[src/rtl/epl_pkg.sv]
// Shared definitions for the early/prompt/late correlator accumulator.
// SATURATE_EN selects clamping instead of wrap-around in the accumulators.
package epl_pkg;

   localparam int IN_W_DEF  = 3;
   localparam int ACC_W_DEF = 16;

   typedef enum logic [1:0] {
      ARM_EARLY  = 2'd0,
      ARM_PROMPT = 2'd1,
      ARM_LATE   = 2'd2
   } epl_arm_e;

   // Chip 0 passes the sample, chip 1 negates it; the caller sign-extends
   // first so that negating the most negative sample cannot overflow.
   function automatic logic signed [31:0] chip_mul(input logic signed [31:0] s,
                                                   input logic chip);
      return chip ? -s : s;
   endfunction

   // Adds two values that each fit in w bits and clamps the sum to w bits.
   function automatic logic signed [31:0] sat_add(input logic signed [31:0] a,
                                                  input logic signed [31:0] b,
                                                  input int w);
      logic signed [32:0] s;
      logic signed [32:0] hi;
      logic signed [32:0] lo;
      s  = 33'(a) + 33'(b);
      hi = (33'sd1 <<< (w - 1)) - 33'sd1;
      lo = -(33'sd1 <<< (w - 1));
      if (s > hi)
         return hi[31:0];
      else if (s < lo)
         return lo[31:0];
      else
         return s[31:0];
   endfunction

endpackage

[src/rtl/epl_acc_channel.sv]
// One integrate-and-dump lane: signed accumulator plus its dump register.
// SATURATE_EN makes the adder clamp instead of wrap.
module epl_acc_channel
   import epl_pkg::*;
#(
   parameter int ACC_W = ACC_W_DEF
) (
   input  logic                    clk,
   input  logic                    rstn,
   input  logic signed [ACC_W-1:0] contrib,
   input  logic                    valid,
   input  logic                    dump,
   input  logic                    clear,
   output logic signed [ACC_W-1:0] dump_q
);

   logic signed [ACC_W-1:0] acc;
   logic signed [ACC_W-1:0] add_v;
   logic signed [ACC_W-1:0] sum;

   assign add_v = valid ? contrib : '0;

`ifdef SATURATE_EN
   assign sum = ACC_W'(sat_add(32'(acc), 32'(add_v), ACC_W));
`else
   assign sum = acc + add_v;
`endif

   // Clear outranks dump: a clear on the epoch discards the period silently.
   always_ff @(posedge clk) begin
      if (!rstn) begin
         acc    <= '0;
         dump_q <= '0;
      end else if (clear) begin
         acc <= '0;
      end else if (dump) begin
         dump_q <= sum;
         acc    <= '0;
      end else if (valid) begin
         acc <= sum;
      end
   end

endmodule

[src/rtl/epl_accumulator.sv]
// Correlator integrate-and-dump for the E/P/L arms with a ready/read flag pair.
// Define SATURATE_EN to clamp the accumulators instead of wrapping.
module epl_accumulator
   import epl_pkg::*;
#(
   parameter int IN_W  = IN_W_DEF,
   parameter int ACC_W = ACC_W_DEF
) (
   input  logic                    clk,
   input  logic                    rstn,
   input  logic                    sample_enable,
   input  logic signed [IN_W-1:0]  i_bb,
   input  logic signed [IN_W-1:0]  q_bb,
   input  logic                    early,
   input  logic                    prompt,
   input  logic                    late,
   input  logic                    dump_enable,
   input  logic                    acc_clear,
   input  logic                    read_strobe,
   output logic signed [ACC_W-1:0] i_early,
   output logic signed [ACC_W-1:0] q_early,
   output logic signed [ACC_W-1:0] i_prompt,
   output logic signed [ACC_W-1:0] q_prompt,
   output logic signed [ACC_W-1:0] i_late,
   output logic signed [ACC_W-1:0] q_late,
   output logic                    accum_ready,
   output logic                    dump_missed
);

   logic [2:0]              chip_vec;
   logic signed [ACC_W-1:0] i_sum [3];
   logic signed [ACC_W-1:0] q_sum [3];
   logic                    do_dump;

   assign chip_vec = {late, prompt, early};
   assign do_dump  = dump_enable & ~acc_clear;

   for (genvar a = 0; a < 3; a++) begin : g_arm
      logic signed [ACC_W-1:0] i_contrib;
      logic signed [ACC_W-1:0] q_contrib;

      assign i_contrib = ACC_W'(chip_mul(32'(i_bb), chip_vec[a]));
      assign q_contrib = ACC_W'(chip_mul(32'(q_bb), chip_vec[a]));

      epl_acc_channel #(.ACC_W(ACC_W)) u_i (
         .clk    (clk),
         .rstn   (rstn),
         .contrib(i_contrib),
         .valid  (sample_enable),
         .dump   (dump_enable),
         .clear  (acc_clear),
         .dump_q (i_sum[a])
      );

      epl_acc_channel #(.ACC_W(ACC_W)) u_q (
         .clk    (clk),
         .rstn   (rstn),
         .contrib(q_contrib),
         .valid  (sample_enable),
         .dump   (dump_enable),
         .clear  (acc_clear),
         .dump_q (q_sum[a])
      );
   end

   assign i_early  = i_sum[ARM_EARLY];
   assign q_early  = q_sum[ARM_EARLY];
   assign i_prompt = i_sum[ARM_PROMPT];
   assign q_prompt = q_sum[ARM_PROMPT];
   assign i_late   = i_sum[ARM_LATE];
   assign q_late   = q_sum[ARM_LATE];

   // Handshake: ready is set by a dump (set beats a coincident read) and
   // cleared by a read; a dump over unread results is remembered until read.
   always_ff @(posedge clk) begin
      if (!rstn) begin
         accum_ready <= 1'b0;
         dump_missed <= 1'b0;
      end else begin
         if (do_dump)
            accum_ready <= 1'b1;
         else if (read_strobe)
            accum_ready <= 1'b0;

         if (do_dump && accum_ready && !read_strobe)
            dump_missed <= 1'b1;
         else if (read_strobe)
            dump_missed <= 1'b0;
      end
   end

endmodule

[config.mk]
export PLATFORM = sky130hd
export DESIGN_NAME = epl_accumulator
export DESIGN_NICKNAME = d
export VERILOG_FILES = /design/src/rtl/epl_pkg.sv /design/src/rtl/epl_acc_channel.sv /design/src/rtl/epl_accumulator.sv
export SDC_FILE = /design/constraint.sdc
export NUM_CORES = 1
export LEC_CHECK = 0
export BUFFER_PORTS_ARGS = -buffer_cell sky130_fd_sc_hd__buf_2
export CAP_MARGIN = 30
export CORE_MARGIN = 5
export CORE_UTILIZATION = 40
export CTS_BUF_LIST = sky130_fd_sc_hd__clkbuf_2 sky130_fd_sc_hd__clkbuf_4 sky130_fd_sc_hd__clkbuf_8
export DETAILED_ROUTE_END_ITERATION = 7
export GPL_ROUTABILITY_DRIVEN = 0
export GPL_TIMING_DRIVEN = 0
export PLACE_DENSITY = 0.55
export SLEW_MARGIN = 30
export SYNTH_ARGS = -nofsm -noshare
export SYNTH_HDL_FRONTEND = slang
export SYNTH_HIERARCHICAL = 1
export SYNTH_SLANG_ARGS = --single-unit
[constraint.sdc]
create_clock -name clk -period 3.8 [get_ports clk]
set_input_delay 0.57 -clock clk [delete_from_list [all_inputs] [get_ports clk]]
set_output_delay 0.57 -clock clk [all_outputs]
set_load 0.01 [all_outputs]
# Word level (Yosys, flattened, before mapping)
# Cells that the tools add are included.
[word_totals] inputBits=15 ff_bits=194
[classes] n_reduce_logical=7 bitwise_logic=3 muxes=15 addsub=8
[op_table] op="$mux W16" count=12
[op_table] op="$add A16 B16 Y16" count=6
[op_table] op="$neg A3 Y16" count=2
[op_table] op="$reduce_bool A2 Y1" count=2
[op_table] op="$mux W1" count=3
[op_table] op="$reduce_or A3 Y1" count=1
[op_table] op="$logic_and A1 B1 Y1" count=2
[op_table] op="$not A1 Y1" count=2
[op_table] op="$reduce_and A2 Y1" count=1
[op_table] op="$and A1 B1 Y1" count=1
[op_table] op="$logic_not A1 Y1" count=1

# Depth between registers and ports, before layout
# Gate-level depths: netlist (run 1).
[depth] word_depth=5 mapped_depth=16 mapped_depth_nobuf=15

# Modules after synthesis
# The synthesis (run 1) kept the hierarchy.
[modules_own_cells] mod="epl_acc_channel at g_arm[0].u_q ..." cells_each=246 area_per_inst_um2=2053.2 seq_area_each_um2=640.6 n_inst=4
[modules_own_cells] mod="epl_acc_channel at g_arm[0].u_i" cells_each=281 area_per_inst_um2=2332.2 seq_area_each_um2=640.6 n_inst=1
[modules_own_cells] mod="epl_acc_channel at g_arm[2].u_q" cells_each=239 area_per_inst_um2=1939.4 seq_area_each_um2=640.6 n_inst=1
[modules_own_cells] mod="epl_accumulator" cells_each=88 area_per_inst_um2=504.2 seq_area_each_um2=40.0 n_inst=1

# Worst setup path after synthesis (run 1)
# Ideal clock, no wire load.
[synth_timing] path_kind="in2reg" startpoint="input sample_enable" endpoint="register g_arm[0].u_q.acc[12]" n_path_buf=2 path_slack_ps=433 t_required_ps=3678 stages=11 arrival_ps=3244 setup_ps=122 path_cell_list="buf_1 -> clkbuf_1 -> and2_1 -> fa_1 -> a211oi_1 -> o21bai_1 -> a21oi_1 -> o21ai_0 -> or3b_2 -> mux2i_1 -> a311o_1"
[synth_between] elab_chain_len=2
[synth_lines] item="start, declared" line="epl_accumulator.sv:11" rtl="input logic sample_enable,"
[synth_lines] item="$mux W16" line="epl_acc_channel.sv:21" rtl="assign add_v = valid ? contrib : '0;"
[synth_lines] item="$add A16 B16 Y16" line="epl_acc_channel.sv:26" rtl="assign sum = acc + add_v;"
[synth_lines] item="end signal, assigned" line="epl_acc_channel.sv:40" rtl="acc <= sum;"
[synth_lines] item="end, declared" line="epl_acc_channel.sv:17" rtl="logic signed [ACC_W-1:0] acc;"
# Parallel ways exist; a longest one is shown, timed or not.
# A chain may end at the register's enable or synchronous reset.

# Worst setup path after layout (run 1)
# Same ends and word-level chain as after synthesis.

==> results of run 1 <==
## flip-flops by register name, summed over array words and instances (netlist names)
| register | count |
|---|---|
| g_arm.u_q/dump_q | 48 |
| accum_ready | 1 |
| g_arm.u_q/acc | 48 |
| g_arm.u_i/acc | 48 |
| dump_missed | 1 |
| g_arm.u_i/dump_q | 48 |
## kinds of logic after synthesis
family                   after synthesis
multiplexers                          66
buffers and inverters                125
AO/OA/AOI/OAI                        384
adder cells (fa/ha/maj)              102
flip-flops                           194
XOR/XNOR                              68
AND/OR/NAND/NOR                      653
## area by class of cell
class | instances | area [um^2] | share of cell area
multi-input cells | 1273 | 8470 | 0.583
flip-flops and latches | 194 | 3880 | 0.267
inverters | 36 | 135 | 0.00930
repair buffers | 112 | 563 | 0.0387
clock buffers | 20 | 269 | 0.0185
plain buffers | 89 | 515 | 0.0355
well taps | 442 | 553 | 0.0381
clock inverters | 12 | 148 | 0.0102
## worst min-delay path: cells and delay by family
family,cells,cell delay [ps]
AO/OA/AOI/OAI,1,30
AND/OR/NAND/NOR,1,90
buffers and inverters,1,80
## final timing paths
| path | slack [ps] | from | cells after the start | to |
|---|---|---|---|---|
| worst max-delay path | 150 | sample_enable | 12 | g_arm[0].u_q/acc[12] |
| worst min register to register | 450 | dump_missed | 2 | dump_missed |
| worst min-delay path | 330 | read_strobe | 3 | dump_missed |
| worst max register to register | 1090 | g_arm[0].u_q/acc[0] | 9 | g_arm[0].u_q/acc[12] |
## cells in the final DEF (no fill, tap or decap), types with 45 or more instances in the layout
cell,count
nand2_1,224
dfxtp_1,194
buf_2,119
a21oi_1,104
nor2_1,97
and2_1,97
ha_1,96
nand3_1,74
mux2i_1,66
o21ai_0,59
xnor2_1,54
a21boi_0,45
## power by group through the flow
| stage | logic, W | registers (W) | clock network (W) |
|---|---|---|---|
| finish | 0.000803 | 0.00211 | 0.00145 |
| global route | 0.000890 | 0.00212 | 0.00158 |
| CTS | 0.000804 | 0.00211 | 0.00152 |
| detailed placement | 0.000799 | 0.00216 | 0 |
| global placement | 0.000793 | 0.00216 | 0 |
| floorplan | 0.000541 | 0.00217 | 0 |
## routing by layer
| metal | track usage | vias to the layer above | routed length, um |
|---|---|---|---|
| li1 | - | 5926 | - |
| met1 | 0.280 | 5477 | 18200 |
| met2 | 0.309 | 229 | 16100 |
| met3 | 0.0339 | 22 | 1360 |
| met4 | 0.0470 | 0 | 415 |
| met5 | 0 | - | 0 |
## through the flow
stage	setup TNS (ps)	hold WS [ps]	cells	util	setup slack, ps
floorplan	0	448	1592	-	433
finish	0	327	2178	0.450	153
global route	0	307	2178	0.450	3.17
detailed placement	-27040	441	2146	0.437	-768
global placement	-25780	434	2146	0.437	-782
CTS	0	273	2178	0.450	3.37
## repair_timing
item | in CTS | in global routing
hold buffers | 0 | 0
endpoints found under the setup margin | 5 | 13
pin swaps | 0 | 0
resized for setup | 4 | 14
==> results.cfg, run 1 <==
[run_status]
run_status = complete, no violations

[finish]
fin_area_mm2 = 0.0145
syn_to_final_growth_pct = 11.9
nNetsFinal = 1840
drive_gt1_frac = 0.137
n_fill_cell = 3292
antenna_cells = 0

[worst_setup_path]
crit_chain = clkbuf_4, buf_2, clkbuf_1, and2_1, fa_1, a211oi_1, o21bai_1, a21oi_1, o21ai_0, or3b_2, mux2i_1, a311o_1
critPathArrivalTime_ps = 4050
cp-start-kind = input port
critPathMaxFanout = 19
critPathSlowestCell = or3b_2
required_ps = 4200
crit_family = buffers and inverters
critPathBufInv = 3
endpoint_kind = flip-flop
crit_type = in -> reg
slowest_delay_ps = 540

[sta]
rsz0062_at_grt = no
hold_violations = 0
clock_skew_ps = 19.9
period_share = 0.960
fin_crit_ps = 3650
clock.fmax_mhz = 274
slew_viol_final = 0
worst_pin_slew_ps = 698
max-slew-margin-rel = 0.535
setup_violations = 0

[logic_synthesis]
synth_top_family_by_area = simple AND/OR/NAND/NOR gates
syn_area_per_cell_um2 = 8.16
synth_xor_area_frac = 0.0459
synthCells = 1592
synthTopCellsByArea = dfxtp_1, ha_1, nand2_1
synth_compound_area_frac = 0.199
synth_mux_area_frac = 0.0509
synth_cell_types = 80
ys_seq_elements = 194
synthTopCellsByCount = nand2_1, dfxtp_1, a21oi_1
ys_async_sr_fraction = 0
syn-num-nets = 1709
synth_adder_area_share = 0.102
yosysMostFrequentCell = nand2_1
ys_seq_area_frac = 0.299
synth_edf_count = 0
yosysTopAreaCell = dfxtp_1
synth-main-ff-cell = dfxtp_1
synth.top_cell.area_share = 0.299
ys_warn_count = 6
synth-simple-area-share = 0.255
synth_area_mm2 = 0.0130

[power_and_ir_drop]
ir_worst_vdd_mv = 0.210
seqPwrFrac = 0.484
power.density_mw_per_mm2 = 300
power.total_w = 0.00436
comb_power_share = 0.184
swShare = 0.306
clockPowerShare = 0.332
p_switching_w = 0.00133
p_leak_nw = 6.45
power.internal_w = 0.00303

[route]
antenna_left = 0
drtIter0Drc = 736
drt-total-wl_um = 36000
first_pass_iters = 5
drt-vias-per-instance = 5.35
num_vias = 11700
routedWlPerCell_um = 16.5
drc_errors = 0

[die]
core_mm2 = 0.0323
dieArea_mm2 = 0.0362
die_w_um = 190
start_util = 0.402
ioPinCount = 113
fp.dieH_um = 190
fp-row-count = 66

[clocking]
post-cts-setup-buffers = 0
cts_buffers = 17
cts.clk_slew.worst_paths_ps = 120
root_buffer = clkbuf_8
clk_path_buf_depth = 2
clock-sinks = 194
clock_latency_ps = 500
cts_max_level = 4
cts_tree = built

[run]
max-cap-violations = 0

[placed_design]
portBuffers = 112
dp_hpwl_um = 27600
place_area_mm2 = 0.0141

[grt]
grt_max_degree = 30
grt_pass1_wl_um = 58000
track_usage = 0.196
grt_pass1_vias = 11000
grt.overflow.total = 0
antenna_found_initial = 0

[min_path]
hold_class = in -> reg
Power figures use the tool's default switching activity.
==> run 2, diff against run 1 <==
==> constraint.sdc (replaced) <==
create_clock -name clk -period 4.4 [get_ports clk]
set_input_delay 0.66 -clock clk [delete_from_list [all_inputs] [get_ports clk]]
set_output_delay 0.66 -clock clk [all_outputs]
set_load 0.01 [all_outputs]
==> run 2 against run 1 <==
  * Clock power decreased by 14%
  * Non-clock buffer count unchanged
  * Final cell count about the same
  * Worst hold slack improved by 88 ps
  * Sequential share of layout area about the same
  * First-iteration DRC count decreased by 6.5%
  * Combinational power decreased by 14%
  * Clock skew about the same
  * Via count increased by 0.41%
  * Sequential power decreased by 14%
  * Critical path type unchanged
==> results.cfg, run 2 (same netlist as run 1, synthesis figures left out) <==
[finish]
n_fill_cell = 3290
fin_area_mm2 = 0.0145
syn_to_final_growth_pct = 11.8
final_common_cell = nand2_1
drive_gt1_frac = 0.133
fin_util = 0.450
nNetsFinal = 1840
layout_common_cells = nand2_1, dfxtp_1, buf_2

[sta]
slew_viol_final = 0
hold_violations = 0
setup_violations = 0
worst_pin_slew_ps = 702
period_share = 0.944
fin_crit_ps = 4150
setup_slack_ps = 247
clock.fmax_mhz = 241
rsz0062_at_grt = no
max-slew-margin-rel = 0.532
clock_skew_ps = 19.8
setup_tns_ps = 0
hold_ws_ps = 415

[worst_setup_path]
critPathMaxFanout = 19
required_ps = 4810
endpoint_kind = flip-flop
crit_chain = buf_2, buf_1, clkbuf_1, and2_1, ha_1, fa_1, a211oi_1, o21bai_1, a21oi_1, o21ai_0, or3b_2, mux2i_1, a311o_1
critPathSlowestCell = buf_1
worstRegToRegCells = 9
cp-start-kind = input port
slowest_delay_ps = 590
crit_type = in -> reg
critPathArrivalTime_ps = 4560

[route]
routedWlPerCell_um = 16.5
num_vias = 11700
drt-total-wl_um = 36000
first_pass_iters = 5
drtIter0Drc = 688
drt-vias-per-instance = 5.37
antenna_left = 0
drc_errors = 0

[grt]
grt_max_degree = 30
grt_pass1_vias = 11000
grt.overflow.total = 0
grt_pass1_wl_um = 58000
track_usage = 0.196
antenna_found_initial = 0

[die]
fp.dieH_um = 190
core_mm2 = 0.0323
die_w_um = 190
fp-row-count = 66
dieArea_mm2 = 0.0362
start_util = 0.402
ioPinCount = 113

[clocking]
clk_path_buf_depth = 2
cts_tree = built
cts.clk_slew.worst_paths_ps = 120
cts_max_level = 4
cts_buffers = 17
root_buffer = clkbuf_8
clock_latency_ps = 500
clock-sinks = 194
postCtsHoldBufs = 0

[placed_design]
place_area_mm2 = 0.0141
dp_hpwl_um = 27600
pre_cts_ws_ps = -258
portBuffers = 112

[power_and_ir_drop]
p_leak_nw = 6.43
power.density_mw_per_mm2 = 259
ir_worst_vdd_mv = 0.182

[run_status]
run_status = complete, no violations

[min_path]
hold_depth = 3
hold_class = in -> reg

[run]
max-cap-violations = 0
[run 2: cell count changes in the layout (fill, tap and decap cells not counted)]
cell      delta
o21ai_0      +3
diode_2      +1
clkbuf_1     +5
buf_2        -3
buf_1        +2
clkbuf_4     -1
o21ai_1      -3
clkbuf_2     -3
[run 2: layer usage]
layer / wire [um] / GRT usage / vias up
met5: 0 / 0 / -
met4: 422 / 0.0470 / 0
met3: 1360 / 0.0339 / 26
met2: 16100 / 0.309 / 231
met1: 18200 / 0.280 / 5519
li1: - / - / 5926
[run 2: path summary, 6_finish.rpt]
check | slack [ps] | start | endpoint
max | 250 | sample_enable | g_arm[0].u_q/acc[12]
min | 420 | read_strobe | dump_missed
max reg2reg | 1620 | g_arm[1].u_q/acc[0] | g_arm[1].u_q/acc[12]
min reg2reg | 450 | dump_missed | dump_missed
[run 2: report_power, final]
group          switching (W)  internal, W  leakage (nW)  total [W]
registers          0.0000246      0.00180          1.57    0.00182
logic               0.000431     0.000261          4.66   0.000692
clock network       0.000696     0.000554         0.199    0.00125
total                0.00115      0.00262          6.43    0.00377
[run 2: worst max-delay path, delay by kind of cell]
family                   cells  cell delay (ps)
AO/OA/AOI/OAI                5             1130
adder cells (fa/ha/maj)      2              440
buffers and inverters        3             1430
multiplexers                 1              140
AND/OR/NAND/NOR              2              740
[run 2: through the flow]
stage / std cells / power (W)
floorplan: 1592 / 0.00234
global placement: 2146 / 0.00255
detailed placement: 2146 / 0.00256
CTS: 2178 / 0.00383
global route: 2178 / 0.00396
finish: 2179 / 0.00377
[run 2: area by class of cell]
cell class              count  area [um^2]  share of cell area
multi-input cells        1273         8470               0.583
flip-flops and latches    194         3880               0.267
well taps                 442          553              0.0381
plain buffers              89          507              0.0349
inverters                  36          135             0.00930
repair buffers            112          561              0.0386
clock buffers              20          269              0.0185
diodes                      1         2.50            0.000172
clock inverters            12          148              0.0102
[run 2: what timing repair did]
action,4_1_cts,5_1_grt
endpoints found under the setup margin,0,2
buffers inserted,0,0
resized for setup,0,2
